==> config.mk <==
export PLATFORM = sky130hd
export DESIGN_NAME = revelar_celdas
export DESIGN_NICKNAME = d
export VERILOG_FILES = /design/src/rtl/revelar_celdas.sv
export SDC_FILE = /design/constraint.sdc
export NUM_CORES = 1
export LEC_CHECK = 0
export ABC_AREA = 1
export CELL_PAD_IN_SITES_DETAIL_PLACEMENT = 0
export CELL_PAD_IN_SITES_GLOBAL_PLACEMENT = 1
export CORE_ASPECT_RATIO = 0.5
export CORE_MARGIN = 1
export CORE_UTILIZATION = 38
export CTS_CLUSTER_DIAMETER = 100
export DETAILED_ROUTE_END_ITERATION = 8
export PLACE_DENSITY = 0.88
export SYNTH_ARGS = -nofsm -noshare
export SYNTH_HDL_FRONTEND = slang
export SYNTH_SLANG_ARGS = --single-unit
==> constraint.sdc <==
create_clock -name clk -period 16.9 [get_ports clk]
set_input_delay 4.225 -clock clk [delete_from_list [all_inputs] [get_ports clk]]
set_output_delay 4.225 -clock clk [all_outputs]
set_load 0.02 [all_outputs]
==> src/rtl/revelar_celdas.sv <==
// Minesweeper reveal/flag engine: latches a board, serves player actions and
// flood-expands zero cells with a sequential multi-pass sweep.
module revelar_celdas #(
    parameter int unsigned LADO = 8
) (
    input  logic                     clk,
    input  logic                     rst,
    input  logic                     iniciar,
    input  logic [LADO*LADO-1:0]     minas,
    input  logic [3*LADO*LADO-1:0]   cuentas,
    input  logic [2:0]               cursor_fila,
    input  logic [2:0]               cursor_col,
    input  logic                     btn_revelar,
    input  logic                     btn_bandera,
    output logic [LADO*LADO-1:0]     reveladas,
    output logic [LADO*LADO-1:0]     banderas,
    output logic [6:0]               restantes,
    output logic [2:0]               estado,
    output logic                     ocupado
);

    localparam int unsigned N  = LADO * LADO;
    localparam int unsigned IW = $clog2(N);
    localparam int unsigned RW = 7;

    typedef enum logic [2:0] {
        INACTIVO = 3'd0,
        CARGAR   = 3'd1,
        JUGANDO  = 3'd2,
        EXPANDIR = 3'd3,
        PERDIDO  = 3'd4,
        GANADO   = 3'd5
    } estado_t;

    estado_t             r_estado;
    logic [N-1:0]        r_minas;
    logic [3*N-1:0]      r_cuentas;
    logic [N-1:0]        r_rev;
    logic [N-1:0]        r_ban;
    logic [RW-1:0]       r_rest;
    logic [IW-1:0]       r_scan;
    logic                r_cambio;
    logic                r_ocupado;

    logic [N-1:0]        w_cero;
    logic [N-1:0]        w_izq;
    logic [N-1:0]        w_der;
    logic [N-1:0]        w_cero_rev;
    logic [N-1:0]        w_vecino;
    logic [N-1:0]        w_expandible;
    logic [IW-1:0]       w_sel;
    logic [RW-1:0]       w_rest_dec;
    logic [RW-1:0]       w_rest_carga;
    logic                w_ultimo;
    logic                w_exp_sel;

    // Per-cell zero-count flag and left/right board-edge masks
    for (genvar i = 0; i < N; i++) begin : g_celda
        assign w_cero[i] = (r_cuentas[3*i +: 3] == 3'd0);
        assign w_izq[i]  = ((i % LADO) == 0);
        assign w_der[i]  = ((i % LADO) == (LADO - 1));
    end

    // Cells touching a revealed zero; row overflow falls off the shift ends
    assign w_cero_rev = r_rev & ~r_minas & w_cero;
    assign w_vecino   = (w_cero_rev << LADO) | (w_cero_rev >> LADO)
                      | ((w_cero_rev << 1)          & ~w_izq)
                      | ((w_cero_rev >> 1)          & ~w_der)
                      | ((w_cero_rev << (LADO + 1)) & ~w_izq)
                      | ((w_cero_rev << (LADO - 1)) & ~w_der)
                      | ((w_cero_rev >> (LADO - 1)) & ~w_izq)
                      | ((w_cero_rev >> (LADO + 1)) & ~w_der);
    assign w_expandible = ~r_rev & ~r_ban & ~r_minas & w_vecino;

    assign w_sel        = IW'(cursor_fila) * IW'(LADO) + IW'(cursor_col);
    assign w_rest_dec   = (r_rest != '0) ? r_rest - RW'(1) : r_rest;
    assign w_rest_carga = r_minas[r_scan] ? w_rest_dec : r_rest;
    assign w_ultimo     = (r_scan == IW'(N - 1));
    assign w_exp_sel    = w_expandible[r_scan];

    always_ff @(posedge clk or posedge rst) begin
        if (rst) begin
            r_estado  <= INACTIVO;
            r_minas   <= '0;
            r_cuentas <= '0;
            r_rev     <= '0;
            r_ban     <= '0;
            r_rest    <= '0;
            r_scan    <= '0;
            r_cambio  <= 1'b0;
            r_ocupado <= 1'b0;
        end else if (iniciar) begin
            r_estado  <= CARGAR;
            r_minas   <= minas;
            r_cuentas <= cuentas;
            r_rev     <= '0;
            r_ban     <= '0;
            r_rest    <= RW'(N);
            r_scan    <= '0;
            r_cambio  <= 1'b0;
            r_ocupado <= 1'b1;
        end else begin
            case (r_estado)
                CARGAR: begin
                    r_rest <= w_rest_carga;
                    r_scan <= w_ultimo ? '0 : r_scan + IW'(1);
                    if (w_ultimo) begin
                        r_ocupado <= 1'b0;
                        r_estado  <= (w_rest_carga == '0) ? GANADO : JUGANDO;
                    end
                end
                JUGANDO: begin
                    // A reveal press masks a simultaneous flag press
                    if (btn_revelar) begin
                        if (!r_rev[w_sel] && !r_ban[w_sel]) begin
                            r_rev[w_sel] <= 1'b1;
                            if (r_minas[w_sel]) begin
                                r_estado <= PERDIDO;
                            end else begin
                                r_rest <= w_rest_dec;
                                if (w_cero[w_sel]) begin
                                    r_estado  <= EXPANDIR;
                                    r_scan    <= '0;
                                    r_cambio  <= 1'b0;
                                    r_ocupado <= 1'b1;
                                end else if (w_rest_dec == '0) begin
                                    r_estado <= GANADO;
                                end
                            end
                        end
                    end else if (btn_bandera && !r_rev[w_sel]) begin
                        r_ban[w_sel] <= ~r_ban[w_sel];
                    end
                end
                EXPANDIR: begin
                    r_scan <= w_ultimo ? '0 : r_scan + IW'(1);
                    if (w_exp_sel) begin
                        r_rev[r_scan] <= 1'b1;
                        r_rest        <= w_rest_dec;
                    end
                    // Another pass is needed whenever this one revealed anything
                    if (w_ultimo) begin
                        if (r_cambio || w_exp_sel) begin
                            r_cambio <= 1'b0;
                        end else begin
                            r_ocupado <= 1'b0;
                            r_estado  <= (r_rest == '0) ? GANADO : JUGANDO;
                        end
                    end else if (w_exp_sel) begin
                        r_cambio <= 1'b1;
                    end
                end
                default: ;
            endcase
        end
    end

    assign reveladas = r_rev;
    assign banderas  = r_ban;
    assign restantes = r_rest;
    assign estado    = r_estado;
    assign ocupado   = r_ocupado;

endmodule

# After elaboration in Yosys (flattened, before gate mapping)
# Index checks and enable logic that the tools add are counted.
[word_totals] mem_bits_rw=0 regBits=402 mem_bits_ro=0 output_inout_bits=139 latchBits=0 mem_count=0 elab_cells=209 input_bits=267
[op_classes] div=0 mux=71 n_mul=0 n_lt_le_gt_ge=4 add_sub_neg=3 n_eq_ne=16 n_shift=0 reduce_logical=88 n_bitwise=18
[ops] cell="64-bit two-way mux" count=8
[ops] cell="64-bit AND" count=5
[ops] cell="64-bit bitwise OR" count=4
[ops] cell="3-bit logical NOT" count=64
[ops] cell="64-bit NOT" count=3
[ops] cell="64-bit by 56-bit bitwise OR with 64-bit output" count=2
[ops] cell="64-bit by 63-bit bitwise OR with 64-bit output" count=2
[ops] cell="64-bit one-hot mux with 2 select lines" count=1
[ops] cell="64-bit bitwise mux" count=1
[ops] cell="64-bit by 55-bit bitwise OR with 64-bit output" count=1
[ops] cell="7-bit two-way mux" count=7
[ops] cell="1-bit binary-select mux with 6-bit select" count=6
[ops] cell="6-bit two-way mux" count=6
[ops] cell="3-bit two-way mux" count=11
[ops] cell="1-bit two-way mux" count=24
[ops] cell="3-bit != test (second input constant)" count=8
[ops] cell="7-bit logical NOT" count=3
[ops] cell="7-bit one-hot mux with 3 select lines" count=1
[ops] cell="6-bit by 7-bit < comparator with 1-bit output (second input constant)" count=2
[ops] cell="7-bit AND reduction" count=2
[ops] cell="1-bit demux with 6-bit select" count=2
[ops] cell="6-bit by 1-bit greater-or-equal comparator with 1-bit output (second input constant)" count=2
[ops] cell="6-bit one-hot mux with 2 select lines" count=1
[ops] cell="5-bit AND reduction" count=2
[ops] cell="other kinds (24)" count=32

# Logic depth before layout (Yosys ltp)
# Gate-level depths: netlist of run 1.
[depth] depth_word=18 depth_mapped=22 depth_no_buf=20

# Worst setup path before layout of run 1
# Ideal clock, no wire load.
[synth_timing] path_kind="input port to flip-flop" start="in cursor_col[2]" end="reg r_rev[15] (netlist: reveladas[15])" required_time_ns=16.776 arrival_time_ns=6.070 cell_stages=19 n_path_buf=4 path_slack_ns=10.707 setup_ns=0.124 path_cell_list="buf_4 -> inv_4 -> nand3_2 -> inv_2 -> buf_6 -> a22oi_1 -> nand2_1 -> nand2_1 -> nand2_1 -> nor2_1 -> nand2_1 -> o21ai_2 -> nand2_1 -> inv_2 -> nand2_1 -> buf_2 -> buf_4 -> nand2_1 -> o21ai_1"
[synth_between] elab_chain_cells=10 word_cells_on_any_way=20 classes_between="add/sub: 1; order compare: 2; eq/ne: 1; mux: 10; bitwise: 1; reduce/logical: 5"
[synth_lines] element="from (decl)" line="12" rtl="input logic [2:0] cursor_col,"
[synth_lines] element="6-bit by 3-bit adder with 6-bit output *" line="75" rtl="assign w_sel = IW'(cursor_fila) * IW'(LADO) + IW'(cursor_col);"
[synth_lines] element="6-bit by 7-bit < comparator with 1-bit output (not written as such) or 6-bit by 1-bit greater-or-equal comparator with 1-bit output (tied branches)" line="116" rtl="r_rev[w_sel] <= 1'b1;"
[synth_lines] element="1-bit logical AND (not written as such)" line="116"
[synth_lines] element="1-bit two-way mux (not written as such)" line="116"
[synth_lines] element="1-bit demux with 6-bit select" line="116"
[synth_lines] element="64-bit bitwise OR (no source line)"
[synth_lines] element="64-bit two-way mux" line="115" rtl="if (!r_rev[w_sel] && !r_ban[w_sel]) begin"
[synth_lines] element="64-bit two-way mux" line="114" rtl="if (btn_revelar) begin"
[synth_lines] element="64-bit one-hot mux with 2 select lines" line="103" rtl="case (r_estado)"
[synth_lines] element="64-bit two-way mux" line="92" rtl="end else if (iniciar) begin"
[synth_lines] element="to (signal assigned)" line="86" rtl="r_rev <= '0;"
[synth_lines] element="to (signal assigned)" line="96" rtl="r_rev <= '0;"
[synth_lines] element="to (signal, indexed assignment)" line="116"
[synth_lines] element="to (decl)" line="38" rtl="logic [N-1:0] r_rev;"
# Every way passes the cells marked *; elsewhere a longest branch is shown, timed or not. The select of a mux whose other input is x is not followed.
# A chain may end at the register's enable or synchronous reset.

# Worst setup path in the final report of run 1
[layout_timing] start="in cursor_col[0]" end="reg r_rev[55] (netlist: reveladas[55])"
# The elaborated chain is that of the path after synthesis.

==> flow_metrics.env, run 1 <==
export IMPL_min_period_over_period=0.550
export IMPL_global_route_overflow_total=0
export IMPL_worst_stage_delay_on_the_critical_path_ps=720
export IMPL_worst_setup_path_end_kind="register"
export IMPL_combinationalPowerShare=0.295
export IMPL_synth_cells=3401
export IMPL_crit_top_cell="sky130_fd_sc_hd__nand2_1"
export IMPL_post_drt_wl_per_cell_um=24.5
export IMPL_place_gp_congestion=1.01
export IMPL_initial_core_util=0.387
export IMPL_yosys_cell_types_count=43
export IMPL_numCtsBuffers=40
export IMPL_swShare=0.381
export IMPL_gr_usage_met1=0.503
export IMPL_fmax_ghz=0.108
export IMPL_die_height_um=176
export IMPL_cts_repair_timing_setup_buffer_count=0
export IMPL_worstMarginPinSlew_ps=1160
export IMPL_cts_tree="done"
export IMPL_drtAntennaViolNets=0
export IMPL_count_of_final_setup_violators=0
export IMPL_number_of_cells_upsized_or_downsized_after_cts=0
export IMPL_crit_family="buffers and inverters"
export IMPL_power_frac_seq=0.378
export IMPL_finalNetCount=3981
export IMPL_setup_tns_ps=0
export IMPL_yosys_warnings=0
export IMPL_critical_path_at_ps=9710
export IMPL_cellPowerDensity_nw_per_um2=103
export IMPL_synth_sequential_area_ratio=0.436
export IMPL_die_area_um2=61800
export IMPL_dpl_hpwl_um=82300
export IMPL_number_of_global_route_vias_before_repair=24000
export IMPL_floorplan_io_pins=406
export IMPL_cts_root_to_sink_buffers=3
export IMPL_count_of_port_buffers_added_during_placement=405
export IMPL_die_width_um=351
export IMPL_gr_util_met2=0.502
export IMPL_grt_busiest_layer="met1"
export IMPL_worst_clock_skew_ps=25.4
export IMPL_status="finished, final reports clean"
export IMPL_grt_antenna_before_repair=5
export IMPL_worst_setup_hold_path_clk_slew_ps=60
export IMPL_holdCritPathClass="register to register"
export IMPL_post_route_cells_drive_above_1_share=0.0374
export IMPL_crit_fanout=72
export IMPL_mappedNetlistNets=3671
export IMPL_synth_area_per_cell_um2=6.79
export IMPL_grt_start_max_net_pins=168
export IMPL_criticalPathCategory="input port to register"
export IMPL_grt_util_all_layers=0.355
export IMPL_power_frac_clock=0.327
export IMPL_groute_layer_met3_usage=0.127
export IMPL_rsz0062_at_grt="no"
export IMPL_intPower_mw=1.85
export IMPL_worst_path_buf_inv=5
export IMPL_p_sw_mw=1.14
export IMPL_worst_slew_margin_rel=0.225
export IMPL_finalCriticalPeriod_ps=9290
export IMPL_detailedRoute_firstIterationViolations=3447
export IMPL_area_growth_syn_to_layout_pct=26.0
export IMPL_critical_path_launch_point_type="input port"
export IMPL_clock_latency_ps=580
export IMPL_clock_sink_count=402
export IMPL_highest_ir_drop_seen_on_vdd_mv=0.0783
export IMPL_cts_hold_fix_buffers=0
export IMPL_design_core_area_um2=59600
export IMPL_power_leakage_nw=14.0
export IMPL_timing_max_transition_violations_final=0
export IMPL_rows=63
export IMPL_final_cell_area_um2=29100
export IMPL_route_final_wire_length_um=112000
export IMPL_cap_viol_max_count=0
export IMPL_slowest_stage="sky130_fd_sc_hd__buf_4"
export IMPL_grt_first_pass_wirelength_um=161000
export IMPL_required_ps=17320
export IMPL_ys_seq_elements=402
export IMPL_placed_area_um2=27700
export IMPL_via_per_inst=5.64
export IMPL_ff2ff_setup_slack_ps=11540
export IMPL_post_route_drc_count=0
export IMPL_cts_htree_levels=2
export IMPL_crit_path_cell_trace="buf_2 -> buf_4 -> nand3_2 -> inv_2 -> a22oi_1 -> nand3_1 -> nand2_1 -> nand2_1 -> nor2_1 -> nand2_4 -> o21ai_2 -> nand2_1 -> inv_2 -> nand2_4 -> buf_4 -> o21ai_0"
export IMPL_clk_root_buffer_cell="sky130_fd_sc_hd__clkbuf_16"
export IMPL_num_vias=25700
export IMPL_drt_pass1_iter_count=7
export IMPL_post_synth_instance_area_um2=23100
export IMPL_final_hold_violation_count=0
## logic make-up after synthesis
group           share of synthesized area
compound gates                      0.136
buf+inv                            0.0695
xor+xnor                          0.00114
flops                               0.436
fa+ha+maj                         0.00163
simple gates                        0.356
## worst paths after layout
check | from | to | cells after the start
max in group asynchronous | rst | r_scan[0] | 4
worst min register to register | r_cuentas[161] | r_cuentas[161] | 2
min in group asynchronous | rst | r_cuentas[106] | 2
worst max register to register | r_scan[0] | reveladas[55] | 14
worst min-delay path | r_cuentas[161] | r_cuentas[161] | 2
worst max-delay path | cursor_col[0] | reveladas[55] | 16
## state kept, by name (all words and copies together), names as in the netlist
register   flops
restantes      7
r_minas       64
reveladas     64
r_cuentas    192
banderas      64
estado         3
r_cambio       1
r_scan         6
ocupado        1
## power groups by stage
stage	logic (mW)	clock network [mW]	registers, mW
after floorplan	0.501	0	1.13
after global placement	0.847	0	1.14
after detailed placement	0.850	0	1.15
after CTS	0.854	0.985	1.13
after global routing	0.947	1.02	1.14
final	0.883	0.980	1.13
## area by class of cell
class | count | area [um2]
fill | 6056 | 30500
multi-input combinational | 2608 | 11500
sequential | 402 | 10100
timing repair buffer | 439 | 4330
clock buffer | 53 | 1130
tap | 812 | 1020
inverter | 220 | 841
clock inverter | 18 | 239
antenna | 4 | 10.0
## cells in the final DEF, fill, tap and decap left out, types with 5 or more instances in the layout
cell type,synthesis,routed
sky130_fd_sc_hd__nand2_1,1412,1410
sky130_fd_sc_hd__a22oi_1,10,10
sky130_fd_sc_hd__inv_2,12,12
sky130_fd_sc_hd__o22ai_1,78,78
sky130_fd_sc_hd__bufinv_16,0,5
sky130_fd_sc_hd__and2_1,5,5
sky130_fd_sc_hd__nor4_1,50,50
sky130_fd_sc_hd__o32ai_1,6,6
sky130_fd_sc_hd__nor3_1,35,34
sky130_fd_sc_hd__nand3_1,124,124
sky130_fd_sc_hd__clkdlybuf4s50_1,0,403
sky130_fd_sc_hd__nand4_1,49,49
sky130_fd_sc_hd__inv_1,205,204
sky130_fd_sc_hd__clkinv_2,0,7
sky130_fd_sc_hd__dfrtp_1,402,401
sky130_fd_sc_hd__a211oi_1,44,44
sky130_fd_sc_hd__clkbuf_1,114,6
sky130_fd_sc_hd__o21ai_0,288,288
sky130_fd_sc_hd__buf_4,7,32
sky130_fd_sc_hd__a21oi_1,57,57
sky130_fd_sc_hd__o21ai_1,64,64
sky130_fd_sc_hd__clkbuf_8,0,6
sky130_fd_sc_hd__clkbuf_16,0,41
sky130_fd_sc_hd__nor2_1,345,341
## per-layer routing
layer	vias to the layer above	wire length, um
met5	-	13
met4	2	3730
met3	251	14000
met2	1414	46000
met1	12400	48100
li1	11700	-
## metrics by stage
step           hold slack (ps)  power, mW   util  worst slack, ps  cells
3_3_place_gp               454       1.99  0.465             7480   4481
2_1_floorplan              443       1.63      -             1490   3401
4_1_cts                    475       2.97  0.488             7890   4552
6_report                   470       3.00  0.488             7610   4556
5_1_grt                    487       3.11  0.488             7410   4554
3_5_place_dp               459       2.00  0.465             7310   4481
## cell usage after synthesis (all sizes together)
| cell type | n | area share |
|---|---|---|
| nand2 | 1412 | 0.23 |
| dfrtp | 402 | 0.44 |
| o21ai | 356 | 0.078 |
| nor2 | 346 | 0.056 |
| inv | 218 | 0.036 |
| nand3 | 132 | 0.032 |
| clkbuf | 115 | 0.019 |
| o22ai | 78 | 0.021 |
| a21oi | 57 | 0.012 |
| buf | 56 | 0.015 |
| nand4 | 50 | 0.014 |
| nor4 | 50 | 0.014 |
| a211oi | 44 | 0.014 |
| nor3 | 35 | 0.0076 |
| a22oi | 12 | 0.0043 |
| and2 | 7 | 0.0019 |
| o32ai | 6 | 0.0023 |
| a31oi | 3 | 0.00081 |
| ha | 3 | 0.0016 |
| nand3b | 3 | 0.00098 |
| xor2 | 3 | 0.0011 |
| clkinv | 2 | 0.00033 |
| o211ai | 2 | 0.00065 |
| o21a | 2 | 0.00065 |
| o21bai | 2 | 0.00065 |
| or2 | 2 | 0.00054 |
| a21o | 1 | 0.00033 |
| o2bb2ai | 1 | 0.00038 |
| o41ai | 1 | 0.00038 |
## worst register-to-register path, stage by stage, from the launching register on
cell,delay [ps]
sky130_fd_sc_hd__dfrtp_2,650
sky130_fd_sc_hd__inv_2,810
sky130_fd_sc_hd__buf_4,540
sky130_fd_sc_hd__nor4_1,130
sky130_fd_sc_hd__nand2_1,90
sky130_fd_sc_hd__nand2_1,70
sky130_fd_sc_hd__nand2_1,60
sky130_fd_sc_hd__nand2_1,120
sky130_fd_sc_hd__o21ai_0,520
sky130_fd_sc_hd__nand2_1,150
sky130_fd_sc_hd__nor2_1,280
sky130_fd_sc_hd__nand3_1,270
sky130_fd_sc_hd__nand2_4,540
sky130_fd_sc_hd__buf_4,730
sky130_fd_sc_hd__o21ai_0,260
Power figures use the tool's default switching activity.
==> inputs of run 2 (changes only) <==
--- a/config.mk
+++ b/config.mk
@@ -10,10 +10,10 @@
 export CELL_PAD_IN_SITES_GLOBAL_PLACEMENT = 1
 export CORE_ASPECT_RATIO = 0.5
 export CORE_MARGIN = 1
-export CORE_UTILIZATION = 38
+export CORE_UTILIZATION = 34
 export CTS_CLUSTER_DIAMETER = 100
 export DETAILED_ROUTE_END_ITERATION = 8
-export PLACE_DENSITY = 0.88
+export PLACE_DENSITY = 0.84
 export SYNTH_ARGS = -nofsm -noshare
 export SYNTH_HDL_FRONTEND = slang
 export SYNTH_SLANG_ARGS = --single-unit
==> constraint.sdc (replaced) <==
create_clock -name clk -period 8.04 [get_ports clk]
set_input_delay 2.01 -clock clk [delete_from_list [all_inputs] [get_ports clk]]
set_output_delay 2.01 -clock clk [all_outputs]
set_load 0.02 [all_outputs]
==> run 2 against run 1 <==
The flow now finishes with violations (design-rule violations). Critical path depth is 2 higher. Worst setup slack worse by 5400 ps. Clock-buffer cell count is 1 lower. Sequential share of layout area is 0.18 points lower. Routed wire length is 0.77% lower. Critical endpoint is now reveladas[32]. Largest power group unchanged. Highest routed layer unchanged.
==> flow_metrics.env, run 2 (synthesized netlist as in run 1, its figures left out) <==
export IMPL_required_ps=8490
export IMPL_number_of_cells_upsized_or_downsized_after_cts=0
export IMPL_finalCriticalPeriod_ps=5820
export IMPL_totalPowerFinal_mw=6.27
export IMPL_worst_slew_margin_rel=0.145
export IMPL_die_width_um=371
export IMPL_final_cell_area_um2=29200
export IMPL_setup_tns_ps=0
export IMPL_worst_setup_hold_path_clk_slew_ps=70
export IMPL_finalNetCount=3991
export IMPL_cap_viol_max_count=0
export IMPL_finish_utilization=0.436
export IMPL_cts_htree_levels=2
export IMPL_cellPowerDensity_nw_per_um2=214
export IMPL_drtAntennaViolNets=0
export IMPL_global_route_overflow_total=0
export IMPL_drt_pass1_iter_count=9
export IMPL_min_period_over_period=0.724
export IMPL_worstMarginPinSlew_ps=1280
export IMPL_detailedRoute_firstIterationViolations=3398
export IMPL_route_final_wire_length_um=111000
export IMPL_via_per_inst=5.54
export IMPL_post_route_drc_count=1
export IMPL_worst_setup_path_end_kind="register"
export IMPL_seqCellArea_um2=10100
export IMPL_numCtsBuffers=41
export IMPL_die_area_um2=69000
export IMPL_placed_area_um2=27900
export IMPL_timing_max_transition_violations_final=0
export IMPL_non_filler_instance_count_after_layout=4645
export IMPL_critical_path_at_ps=6270
export IMPL_clock_latency_ps=580
export IMPL_floorplan_io_pins=406
export IMPL_power_frac_seq=0.378
export IMPL_count_of_final_setup_violators=0
export IMPL_nFillCells=6972
export IMPL_place_gp_congestion=1.01
export IMPL_ff2ff_setup_slack_ps=3430
export IMPL_power_leakage_nw=14.1
export IMPL_intPower_mw=3.90
export IMPL_fmax_ghz=0.172
export IMPL_cts_tree="done"
export IMPL_area_growth_syn_to_layout_pct=26.7
export IMPL_failed_checks="design-rule violations"
export IMPL_highest_ir_drop_seen_on_vdd_mv=0.148
export IMPL_grt_first_pass_wirelength_um=159000
export IMPL_final_hold_violation_count=0
export IMPL_holdCritPathClass="register to register"
export IMPL_post_drt_wl_per_cell_um=23.9
export IMPL_cts_root_to_sink_buffers=3
export IMPL_cts_repair_timing_setup_buffer_count=0
export IMPL_count_of_port_buffers_added_during_placement=405
export IMPL_multi_input_area_um2=11500
export IMPL_clk_root_buffer_cell="sky130_fd_sc_hd__clkbuf_16"
export IMPL_swShare=0.378
export IMPL_dpl_hpwl_um=80800
export IMPL_clock_sink_count=402
export IMPL_status="complete, but fails checks"
export IMPL_place_detailed_instances=4575
export IMPL_met3_wirelength_um=13800
export IMPL_wl_met2_um=48700
export IMPL_largest_register_ff_count=192
export IMPL_num_vias=25800
export IMPL_layout_commonest_cell="sky130_fd_sc_hd__nand2_1"
export IMPL_die_height_um=186
export IMPL_combinationalPowerShare=0.298
export IMPL_cts_hold_fix_buffers=0
export IMPL_criticalPathCategory="input port to register"
export IMPL_worst_clock_skew_ps=21.8
export IMPL_rows=67
export IMPL_most_frequent_cells_in_the_layout="1410 x sky130_fd_sc_hd__nand2_1, 403 x sky130_fd_sc_hd__clkdlybuf4s50_1, 401 x sky130_fd_sc_hd__dfrtp_1"
export IMPL_initial_core_util=0.344
export IMPL_post_route_cells_drive_above_1_share=0.0398
export IMPL_critical_path_launch_point_type="input port"
export IMPL_power_frac_clock=0.324
export IMPL_maxUsedRoutingLayer="met5"
export IMPL_grt_util_all_layers=0.313
export IMPL_grt_start_max_net_pins=164
export IMPL_number_of_global_route_vias_before_repair=23700
export IMPL_design_core_area_um2=67100
export IMPL_grt_antenna_before_repair=5
export IMPL_rsz0062_at_grt="no"
export IMPL_detail_route_wirelength_met1_um=45100
export IMPL_crit_fanout=39
export IMPL_p_sw_mw=2.37
export IMPL_register_bank_with_the_most_flops="r_cuentas"
==> run 2: cell types whose count changed in the layout (fill, tap and decap cells not counted) <==
cell / change
sky130_fd_sc_hd__clkbuf_1: -1
sky130_fd_sc_hd__nor3_1: -5
sky130_fd_sc_hd__diode_2: +1
sky130_fd_sc_hd__nand2_4: -1
sky130_fd_sc_hd__dfrtp_4: +1
sky130_fd_sc_hd__clkinvlp_4: -1
sky130_fd_sc_hd__nand2_2: +1
sky130_fd_sc_hd__clkinv_2: -3
sky130_fd_sc_hd__dfrtp_2: -1
sky130_fd_sc_hd__nor3_2: +5
sky130_fd_sc_hd__buf_4: +9
sky130_fd_sc_hd__inv_8: -3
sky130_fd_sc_hd__inv_6: +2
==> run 2: power groups by stage <==
stage | Combinational (mW) | Sequential, mW | Clock (mW)
final | 1.86 | 2.37 | 2.03
after global routing | 2.01 | 2.39 | 2.13
after CTS | 1.82 | 2.36 | 2.05
after detailed placement | 1.82 | 2.40 | 0
after global placement | 1.81 | 2.40 | 0
after floorplan | 1.05 | 2.38 | 0
==> run 2: worst paths after layout <==
kind                                 from              to  cells after the start
setup / recovery            cursor_col[1]   reveladas[32]                     18
hold / removal             r_cuentas[130]  r_cuentas[130]                      2
setup reg to reg                estado[1]    reveladas[0]                      9
hold reg to reg            r_cuentas[130]  r_cuentas[130]                      2
max in group asynchronous             rst       r_scan[0]                      4
min in group asynchronous             rst   r_cuentas[44]                      3
==> run 2: critical path, cell delays in order <==
cell and delay [ps]:
sky130_fd_sc_hd__clkdlybuf4s50_1 460, sky130_fd_sc_hd__buf_4 430, sky130_fd_sc_hd__inv_2 450, sky130_fd_sc_hd__nand3_4 370
sky130_fd_sc_hd__inv_2 370, sky130_fd_sc_hd__nand2_1 140, sky130_fd_sc_hd__nand4_1 70, sky130_fd_sc_hd__o21ai_0 280
sky130_fd_sc_hd__nand2_1 200, sky130_fd_sc_hd__nor2_1 190, sky130_fd_sc_hd__nand2_2 80, sky130_fd_sc_hd__o21ai_2 190
sky130_fd_sc_hd__nand2_1 100, sky130_fd_sc_hd__inv_2 80, sky130_fd_sc_hd__nand2_4 250, sky130_fd_sc_hd__buf_4 350
sky130_fd_sc_hd__nand2_1 90, sky130_fd_sc_hd__o21ai_1 60
==> run 2: cell type report <==
class                      instances  share of cell area
multi-input combinational       2608               0.392
antenna                            5            0.000428
inverter                         220              0.0286
clock inverter                    13             0.00697
clock buffer                      52              0.0385
tap                              897              0.0384
sequential                       402               0.344
timing repair buffer             448               0.151
==> run 2: per-stage QoR <==
step                      setup WS [ps]  hold WS (ps)
after global placement             1900           455
after global routing               2160           486
after CTS                          2450           474
after floorplan                     616           443
after detailed placement           1880           459
final                              2220           470
==> run 2: layer usage <==
layer | vias to the layer above | GRT usage
met5 | - | 0
li1 | 11700 | -
met4 | 10 | 0.0892
met1 | 12300 | 0.422
met3 | 264 | 0.0978
met2 | 1525 | 0.483
==> edit (config.mk and constraints of run 1) <==
Make the reset (`rst`) synchronous in one clocked block.
--- a/src/rtl/revelar_celdas.sv
+++ b/src/rtl/revelar_celdas.sv
@@ -78,7 +78,7 @@
     assign w_ultimo     = (r_scan == IW'(N - 1));
     assign w_exp_sel    = w_expandible[r_scan];
 
-    always_ff @(posedge clk or posedge rst) begin
+    always_ff @(posedge clk) begin
         if (rst) begin
             r_estado  <= INACTIVO;
             r_minas   <= '0;
Check against the original RTL: not settled (the Yosys comparison gave no result); the edit may change what the design does.
==> edit against run 1 <==
- setup slack worse by 300 ps
- sequential cell count unchanged
- wire length down 7.7%
- sequential share of layout area down 4.7 points
- final area down 7.4%
- synthesized area down 8.5%
- critical path type unchanged
- largest cell class unchanged
Power is not compared: it rests on default switching activity, and its combinational part moved more than twofold at a synthesized area within 25%.
==> edit: results (changes against run 1) <==
- Clock-pin slew was measured on the worst setup and hold paths at 70 ps.
* Weighted congestion reported at the end of routability-driven placement: 1.025 (+1.5%)
- The number of nets produced by synthesis is 3567 (-2.8%).
- The worst-case IR drop observed on VDD is 0.06596 mV.
- Max-slew headroom: 8.063% (-14 points)
* Proportion of synthesized chip area in sequential cells: 38.10% (-5.5 points)
- The violation count after the first detailed-routing iteration was 3460 (+0.38%).
* Proportion of synthesized flip-flops having asynchronous set or reset: 0% (-100 points)
* Layout cell share with drive strength beyond 1: 3.875% (+0.13 points)
- The placed wire-length estimate was 74100 um (-10%).
- The tree is rooted in a sky130_fd_sc_hd__clkbuf_16.
* Post-synth top area share: 38.10% (-5.5 points)
- Result of the run: completed
- Hold Path Class: flip-flop to flip-flop
- The synthesized netlist cell count is 3298 (-3.0%).
- The global-route wire length before repair came to 148400 um (-7.5%).
* Max-cap check violation count: 0 (unchanged)
- Post-synth EDFFs: 0 (unchanged)
- Count of nets after finishing: 3849 (-3.3%)
* Routed wire length per instance: 23.68 um (-3.5%)
* Maximum clock path buffer count: 3 (unchanged)
- The total setup buffers inserted after CTS came to 0 (unchanged).
- The all-layer global routing usage came to 35.03% (-0.50 points).
* Via count: 25180 (-2.1%)
- The number of iterations in the first detailed-routing pass was 7 (unchanged).
- The initial antenna violation count was 1 (-4).
- Top cell family by delay on the critical path: buffers and inverters
* Clk_lat worst skew: 580 ps (about the same)
* Pin count of the biggest net entering global routing: 154 (-8.3%)
* Top cells by instance count after synthesis: sky130_fd_sc_hd__nand2_1 (738), sky130_fd_sc_hd__nor2_1 (552), sky130_fd_sc_hd__dfxtp_1 (402)
- The H-tree depth was 2 (unchanged).
- Antenna-violating nets left: 0 (unchanged)
- Count of distinct cell types in the synthesized netlist: 41 (-4.7%)
* Register-to-Register Path Depth: 16 (+2)
- The most used flip-flop cell after synthesis is sky130_fd_sc_hd__dfxtp_1.
* Synth area leader: sky130_fd_sc_hd__dfxtp_1
* Critical path's largest stage delay: 1250 ps (+530 ps)
- The worst clock skew on the final layout is 31.59 ps (+6.196 ps).
- Worst path slowest cell: sky130_fd_sc_hd__inv_1
* Inst Count DP: 4281 (-4.5%)
- Post-route insts no fill: 4358 (-4.3%)
- The maximum net fanout on the critical path came to 48 (-33%).
- Static power due to leakage: 11.11 nW
* Ys Warns: 0 (unchanged)
- Vias in the first global route: 22740 (-5.1%)
* Total clock buffers created by CTS: 41 (+2.5%)
* Filler cell count: 5636 (-6.9%)
* Most area-consuming cells after synthesis: sky130_fd_sc_hd__dfxtp_1 (38%), sky130_fd_sc_hd__nand2_1 (13%), sky130_fd_sc_hd__nor2_1 (9.8%)
==> edit: report_power, final <==
part	total [W]	switching (W)	leakage, nW	internal, W
Clock	0.000991	0.000419	0.703	0.000572
Sequential	0.00102	0.0000298	3.31	0.000992
Combinational	0.000336	0.000214	7.10	0.000123
==> edit: area by class of cell <==
class / instances / area [um2] / area share (%)
clock buffer: 66 / 1292 / 4.800
multi-input combinational: 2457 / 11310 / 42.01
antenna: 1 / 2.502 / 0.009292
clock inverter: 10 / 138.9 / 0.5157
sequential: 402 / 8051 / 29.90
tap: 744 / 930.9 / 3.457
inverter: 243 / 929.6 / 3.452
timing repair buffer: 435 / 4272 / 15.86
==> edit: per-stage QoR <==
step,instance area (um2),setup WS (ps)
2_1_floorplan,21120,10760
3_3_place_gp,25500,7273
3_5_place_dp,25500,7152
4_1_cts,26930,7714
5_1_grt,26930,7267
6_report,26930,7307
==> edit: worst paths after layout <==
check	startpoint	to	slack (ps)
max	cursor_col[2]	banderas[57]	7310
min	r_cuentas[145]	r_cuentas[145]	480
max reg2reg	r_scan[0]	reveladas[7]	12600
min reg2reg	r_cuentas[145]	r_cuentas[145]	480
==> edit: kinds of logic (layout without fill, tap and decap cells) <==
kind of cell	Yosys count	count (layout)	share of synthesized area, %
flip-flops	402	402	38.10
adder cells (fa/ha/maj)	2	2	0.1185
AO/OA/AOI/OAI	778	778	20.12
buffers and inverters	439	754	8.394
XOR/XNOR	1	1	0.04147
AND/OR/NAND/NOR	1676	1676	33.22
other	0	1	0
==> edit: worst reg2reg max path, delay by kind of cell, from the launching register on <==
family | cells | cell delay, ps
AOI/OAI and AO/OA | 2 | 280
and+or+nand+nor | 10 | 2290
buffers and inverters | 4 | 990
DFF | 1 | 660
==> edit: layer usage <==
metal | track usage [%] | part of all wire, %
met2 | 51.37 | 42
met1 | 48.23 | 42
met4 | 12.11 | 3.3
met5 | 2.383 | 0.18
met3 | 10.59 | 13
